**src/rtl/core_branch_resolve.sv**
```systemverilog
// core_branch_resolve
// Execute-stage branch resolution for the RV32I pipeline. It evaluates the
// B-type condition, computes the branch target and flags a mispredict when
// the outcome differs from the prediction that fetch used. It also owns the
// branch history table (2-bit saturating counters) that fetch reads through
// the lookup port.
//
// Ports
//   CLK, RST                 clock (rising edge), synchronous active-high reset
//   C_BRANCH                 resolve request, one branch per cycle
//   FUNCT3                   branch kind (BEQ/BNE/BLT/BGE/BLTU/BGEU)
//   REG_RDATA1, REG_RDATA2   rs1 / rs2 operand values
//   BR_PC, BR_IMM            branch PC and sign-extended B-immediate
//   PRED_TAKEN_IN            prediction fetch used for this branch
//   LOOKUP_PC / LOOKUP_PRED  BHT lookup request / registered prediction
//   RESOLVE_VALID            one-cycle pulse marking a fresh result
//   TAKE_BRANCH              condition met
//   BRANCH_TARGET            BR_PC + BR_IMM (modulo 2^XLEN)
//   MISPREDICT               outcome differs from PRED_TAKEN_IN
//   ILLEGAL                  FUNCT3 is not a branch encoding
//   MISALIGN                 taken with a target that is not word aligned
//   CLR_PERF / MISPRED_CNT   clear / saturating mispredict counter
module core_branch_resolve #(
    parameter int XLEN      = 32,
    parameter int BHT_DEPTH = 64,
    parameter int PERF_W    = 16
) (
    input  logic              CLK,
    input  logic              RST,
    input  logic              C_BRANCH,
    input  logic [2:0]        FUNCT3,
    input  logic [XLEN-1:0]   REG_RDATA1,
    input  logic [XLEN-1:0]   REG_RDATA2,
    input  logic [XLEN-1:0]   BR_PC,
    input  logic [XLEN-1:0]   BR_IMM,
    input  logic              PRED_TAKEN_IN,
    input  logic [XLEN-1:0]   LOOKUP_PC,
    output logic              LOOKUP_PRED,
    output logic              RESOLVE_VALID,
    output logic              TAKE_BRANCH,
    output logic [XLEN-1:0]   BRANCH_TARGET,
    output logic              MISPREDICT,
    output logic              ILLEGAL,
    output logic              MISALIGN,
    input  logic              CLR_PERF,
    output logic [PERF_W-1:0] MISPRED_CNT
);

    localparam int IDX_W = $clog2(BHT_DEPTH);

    logic [1:0]        bht_r [BHT_DEPTH];
    logic              lookup_pred_r;
    logic              resolve_valid_r;
    logic              take_branch_r;
    logic [XLEN-1:0]   branch_target_r;
    logic              mispredict_r;
    logic              illegal_r;
    logic              misalign_r;
    logic [PERF_W-1:0] mispred_cnt_r;

    logic              legal_s;
    logic              cond_s;
    logic [XLEN-1:0]   target_s;
    logic [IDX_W-1:0]  upd_idx_s;
    logic [IDX_W-1:0]  look_idx_s;
    logic [1:0]        cur_ctr_s;
    logic [1:0]        new_ctr_s;
    logic              do_upd_s;
    logic              mispred_s;
    logic              lookup_next_s;

    // PC bits [1:0] are always zero for aligned code, so the index starts at bit 2.
    assign upd_idx_s  = BR_PC[IDX_W+1:2];
    assign look_idx_s = LOOKUP_PC[IDX_W+1:2];
    assign target_s   = BR_PC + BR_IMM;

    // Branch condition decode; funct3 010/011 are not branches.
    always_comb begin
        cond_s  = 1'b0;
        legal_s = 1'b1;
        case (FUNCT3)
            3'b000:  cond_s = (REG_RDATA1 == REG_RDATA2);
            3'b001:  cond_s = (REG_RDATA1 != REG_RDATA2);
            3'b100:  cond_s = ($signed(REG_RDATA1) <  $signed(REG_RDATA2));
            3'b101:  cond_s = ($signed(REG_RDATA1) >= $signed(REG_RDATA2));
            3'b110:  cond_s = (REG_RDATA1 <  REG_RDATA2);
            3'b111:  cond_s = (REG_RDATA1 >= REG_RDATA2);
            default: legal_s = 1'b0;
        endcase
    end

    assign do_upd_s  = C_BRANCH & legal_s;
    assign mispred_s = do_upd_s & (cond_s != PRED_TAKEN_IN);
    assign cur_ctr_s = bht_r[upd_idx_s];

    // Saturating counter step toward the resolved outcome.
    always_comb begin
        new_ctr_s = cur_ctr_s;
        if (cond_s) begin
            if (cur_ctr_s != 2'd3) begin
                new_ctr_s = cur_ctr_s + 2'd1;
            end else begin
                new_ctr_s = 2'd3;
            end
        end else begin
            if (cur_ctr_s != 2'd0) begin
                new_ctr_s = cur_ctr_s - 2'd1;
            end else begin
                new_ctr_s = 2'd0;
            end
        end
    end

    // Lookup with write-first bypass so fetch never sees a stale counter.
    always_comb begin
        lookup_next_s = 1'b0;
        if (do_upd_s && (look_idx_s == upd_idx_s)) begin
            lookup_next_s = new_ctr_s[1];
        end else begin
            lookup_next_s = bht_r[look_idx_s][1];
        end
    end

    // Result registers, BHT state and mispredict counter.
    always_ff @(posedge CLK) begin
        if (RST) begin
            for (int i = 0; i < BHT_DEPTH; i++) begin
                bht_r[i] <= 2'b01;
            end
            lookup_pred_r   <= 1'b0;
            resolve_valid_r <= 1'b0;
            take_branch_r   <= 1'b0;
            branch_target_r <= '0;
            mispredict_r    <= 1'b0;
            illegal_r       <= 1'b0;
            misalign_r      <= 1'b0;
            mispred_cnt_r   <= '0;
        end else begin
            lookup_pred_r   <= lookup_next_s;
            resolve_valid_r <= C_BRANCH;
            if (C_BRANCH) begin
                take_branch_r   <= legal_s & cond_s;
                branch_target_r <= target_s;
                mispredict_r    <= mispred_s;
                illegal_r       <= ~legal_s;
                misalign_r      <= legal_s & cond_s & (target_s[1:0] != 2'b00);
            end else begin
                // Take/target hold their last value; flags clear.
                mispredict_r <= 1'b0;
                illegal_r    <= 1'b0;
                misalign_r   <= 1'b0;
            end
            if (do_upd_s) begin
                bht_r[upd_idx_s] <= new_ctr_s;
            end
            if (CLR_PERF) begin
                mispred_cnt_r <= '0;
            end else if (mispred_s && (mispred_cnt_r != {PERF_W{1'b1}})) begin
                mispred_cnt_r <= mispred_cnt_r + {{(PERF_W-1){1'b0}}, 1'b1};
            end
        end
    end

    assign LOOKUP_PRED   = lookup_pred_r;
    assign RESOLVE_VALID = resolve_valid_r;
    assign TAKE_BRANCH   = take_branch_r;
    assign BRANCH_TARGET = branch_target_r;
    assign MISPREDICT    = mispredict_r;
    assign ILLEGAL       = illegal_r;
    assign MISALIGN      = misalign_r;
    assign MISPRED_CNT   = mispred_cnt_r;

endmodule
```
**config.mk**
```make
export PLATFORM = sky130hd
export DESIGN_NAME = core_branch_resolve
export DESIGN_NICKNAME = d
export VERILOG_FILES = /design/src/rtl/core_branch_resolve.sv
export SDC_FILE = /design/constraint.sdc
export NUM_CORES = 1
export LEC_CHECK = 0
export BUFFER_PORTS_ARGS = -buffer_cell sky130_fd_sc_hd__buf_2
export CORE_MARGIN = 2
export CORE_UTILIZATION = 25
export DETAILED_ROUTE_END_ITERATION = 8
export GPL_TIMING_DRIVEN = 0
export PLACE_DENSITY = 0.4
export SKIP_CTS_REPAIR_TIMING = 1
export SLEW_MARGIN = 20
export SYNTH_ARGS = -nofsm -noshare
export SYNTH_HDL_FRONTEND = slang
export SYNTH_SLANG_ARGS = --single-unit
```
**constraint.sdc**
```tcl
create_clock -name CLK -period 3.49 [get_ports CLK]
set_input_delay 0.698 -clock CLK [delete_from_list [all_inputs] [get_ports CLK]]
set_output_delay 0.698 -clock CLK [all_outputs]
set_load 0.005 [all_outputs]
```
==> metrics.md <==
| Metric | Value |
|---|---|
| Outcome | complete, no violations |
| Post-synth cell types | 71 |
| TritonCTS clock tree | built |
| Top-level I/O count | 222 |
| CP Data Required Time | 3790 ps |
| Placement Cell Area | 13200 um2 |
| Die Outline Area | 47800 um2 |
| Unrepaired setup endpoints after global routing | no |
| Mean instance size in the synthesized netlist | 10.1 um2 |
| Fill cell count | 4800 |
| Worst Path Arrival | 3770 ps |
| Commonest cells after routing, fill and taps aside | buf_2 (200), edfxtp_1 (128), nor2_1 (110), nand2_1 (98), ha_1 (64) |
| Pins over their slew limit | 0 |
| DR WL/cell | 20.6 um |
| Drt first pass iters | 7 |
| Count of port buffers added during placement | 191 |
| Kind of critical path | primary input to flop |
| Met2 GRT Util | between 20 and 30% |
| Clock transition at the registers of the reported paths | 80 ps |
| Final Hold Vio Count | 0 |
| Time the final worst path needs with I/O delays and setup | 3470 ps |
| CTS buffer count | 17 |
| Residual overflow from global routing | 0 |
| Net count of the mapped netlist | 1378 |
| Met1 usage | roughly 23% |
| Leakage | 5.43 nW |
| Number of antenna violations at the first check in global routing | 1 |
| Most common cell after layout, fill and taps aside | buf_2 |
| Fraction of met3 tracks used by global routing | 2.12% |
| Half-perimeter wire length after detailed placement | approximately 30000 um |
| Multi-input logic area | 6080 um2 |
| Clk Latency, worst-skew pair | 460 ps |
| Number of design-rule violations left by the first detailed-router iteration | slightly below 700 |
| Most utilized layer in the global route result | met2 |
| Total number of vias | 9732 |
| Synth Flop Type | edfxtp_1 |
| TritonCTS Sinks | between 150 and 200 |
| Async set-or-reset flop fraction in the synthesized netlist | 0% |
| Pin count of the biggest net entering global routing | 17 |
| Initial core utilization | 25.4% |
| Worst IR Drop VDD | between 0.0003 and 0.0004 V |
| Routed wire length | 40600 um |
| Cell Rows | 78 |
| Number of setup violations in the final report | 0 |
| Mapped cell area | 11500 um2 |
| Cell Count Post-Placement | 1937 |
| Maximum fanout along the worst path | 10 |
| Worst hold margin | 473 ps |
| Vias in the first global route | 9708 |
| Number of flops mapped to enable cells by yosys | about 130 |
| Share of final-layout standard cells stronger than drive strength 1 | 26.0% |
| Wire length of the first global-routing pass | slightly above 60000 um |
| Sequential element share of the synthesized area | 42.8% |
| Transition at the pin with the smallest max-transition slack | 932 ps |
| Number of buffers between clock root and the deepest sink | 2 |
| Total routing resource utilization after global routing | 17.0% |
| Worst setup SP type | primary input |
| Number of warnings printed during yosys synthesis | 0 |
| Maximum frequency from static timing analysis | between 0.2 and 0.3 GHz |
| Core area | 45400 um2 |
| Number of maximum-capacitance constraint violations | 0 |
| Chip Width | around 220 um |
| CTS Root Buffer Type | clkbuf_16 |
| Footprint of the flip-flops and latches | 4920 um2 |
| Setup clock skew after layout | 17.2 ps |
| Fin cells | 1975 |
| Share of the cycle needed by the critical path after routing | 99.3% |
| Post-route design area | between 10000 and 15000 um2 |
| Max-slew headroom | 37.8% |
| Synth Instances | 1145 |
| Type of the tightest min-delay check | flop to flop |
| Count of nets left with antenna violations after detail routing | 0 |
| Number of diodes | 0 |
| Cell area power density | 402 nW/um2 |
| Last weighted congestion value of the routability-driven placer | 0.790 |
| Fin nets | between 1500 and 2000 |
| Max H-tree Level | 4 |
| Number of flip-flops and latches in the synthesized netlist | ~180 |
| Area growth, synth to finish | 20.9% |
| Via density | 4.93 |
| Vertical die dimension | 219 um |
| Critical path capture point type | flop |
| DRC violations left | 0 |
-- final cells by class --
type,count,area share (%)
Tap cell,600,5.39
Inverter,40,1.08
Clock buffer,19,3.11
Timing Repair Buffer,198,7.36
Sequential cell,182,35.4
Multi-Input combinational cell,846,43.7
Buffer,77,3.01
Clock inverter,13,0.953
-- registers in the layout (all words and copies together) (netlist names) --
signal         cells
BRANCH_TARGET     32
ILLEGAL            1
LOOKUP_PRED        1
MISALIGN           1
MISPREDICT         1
MISPRED_CNT       16
RESOLVE_VALID      1
TAKE_BRANCH        1
bht_r            128
-- path summary, 6_finish.rpt --
path,start,to,slack [ps],cells after the start
setup reg to reg,MISPRED_CNT[4]$_SDFFE_PP0P_,MISPRED_CNT[3]$_SDFFE_PP0P_,800,11
hold reg to reg,TAKE_BRANCH$_SDFFE_PP0P_,TAKE_BRANCH$_SDFFE_PP0P_,470,2
setup / recovery,BR_PC[3],LOOKUP_PRED$_SDFF_PP0_,20,12
hold / removal,TAKE_BRANCH$_SDFFE_PP0P_,TAKE_BRANCH$_SDFFE_PP0P_,470,2
-- layer usage --
| layer | up-vias | part of all wire [%] |
|---|---|---|
| met5 | - | 0 |
| met4 | 0 | 2.4 |
| met3 | 50 | 4.5 |
| met2 | 273 | 47 |
| met1 | 4727 | 46 |
| li1 | 4682 | - |
-- kinds of logic (layout without fill, tap and decap cells) --
family / count (synthesis) / after routing / synth area share (%)
AND/OR/NAND/NOR: 456 / 456 / 21.0
AO/OA/AOI/OAI: 232 / 232 / 14.2
flip-flops: 182 / 182 / 42.8
buffers and inverters: 117 / 347 / 4.79
adder cells (fa/ha/maj): 66 / 66 / 7.23
multiplexers: 53 / 53 / 7.01
XOR/XNOR: 39 / 39 / 2.97
-- critical path, cell delays in order --
cell and delay, ps:
buf_2 90, buf_2 300, and3b_1 210, buf_2 320, clkbuf_4 350, a22oi_1 120, a31oi_1 320, a21oi_1 60
and4_1 260, maj3_2 320, buf_4 200, o31ai_1 480
-- synth_stat cells (all sizes together) (21+ instances only) --
master  number  area share [%]
nand2b      37             2.0
edfxtp     128              33
nor3        49             3.5
dfxtp       54             9.4
nand3       62             2.7
a21oi       45             2.0
mux2i       31             2.8
xnor2       24             1.8
or2         25             1.4
buf         35             2.1
mux4        21             4.1
inv         40             1.3
ha          64             7.0
a21o        40             2.6
clkbuf      42             1.4
a22oi       45             2.9
nand2       99             3.3
nor2       111             3.6
-- through the flow --
stage                     total power, mW  utilization, %  worst slack [ps]  setup TNS [ps]
after floorplan                      3.25               -               384               0
after global placement               3.71            29.1              -887          -96350
after detailed placement             3.71            29.2              -888          -90530
after CTS                            5.65            30.4              -402          -24320
after global routing                 5.85            30.7              1.94               0
final                                5.60            30.7              22.9               0
-- where the power goes --
part | internal [mW] | switching [mW]
Sequential | 2.39 | 0.0429
Combinational | 0.498 | 0.736
Clock | 1.05 | 0.888
Power figures use the tool's default switching activity.
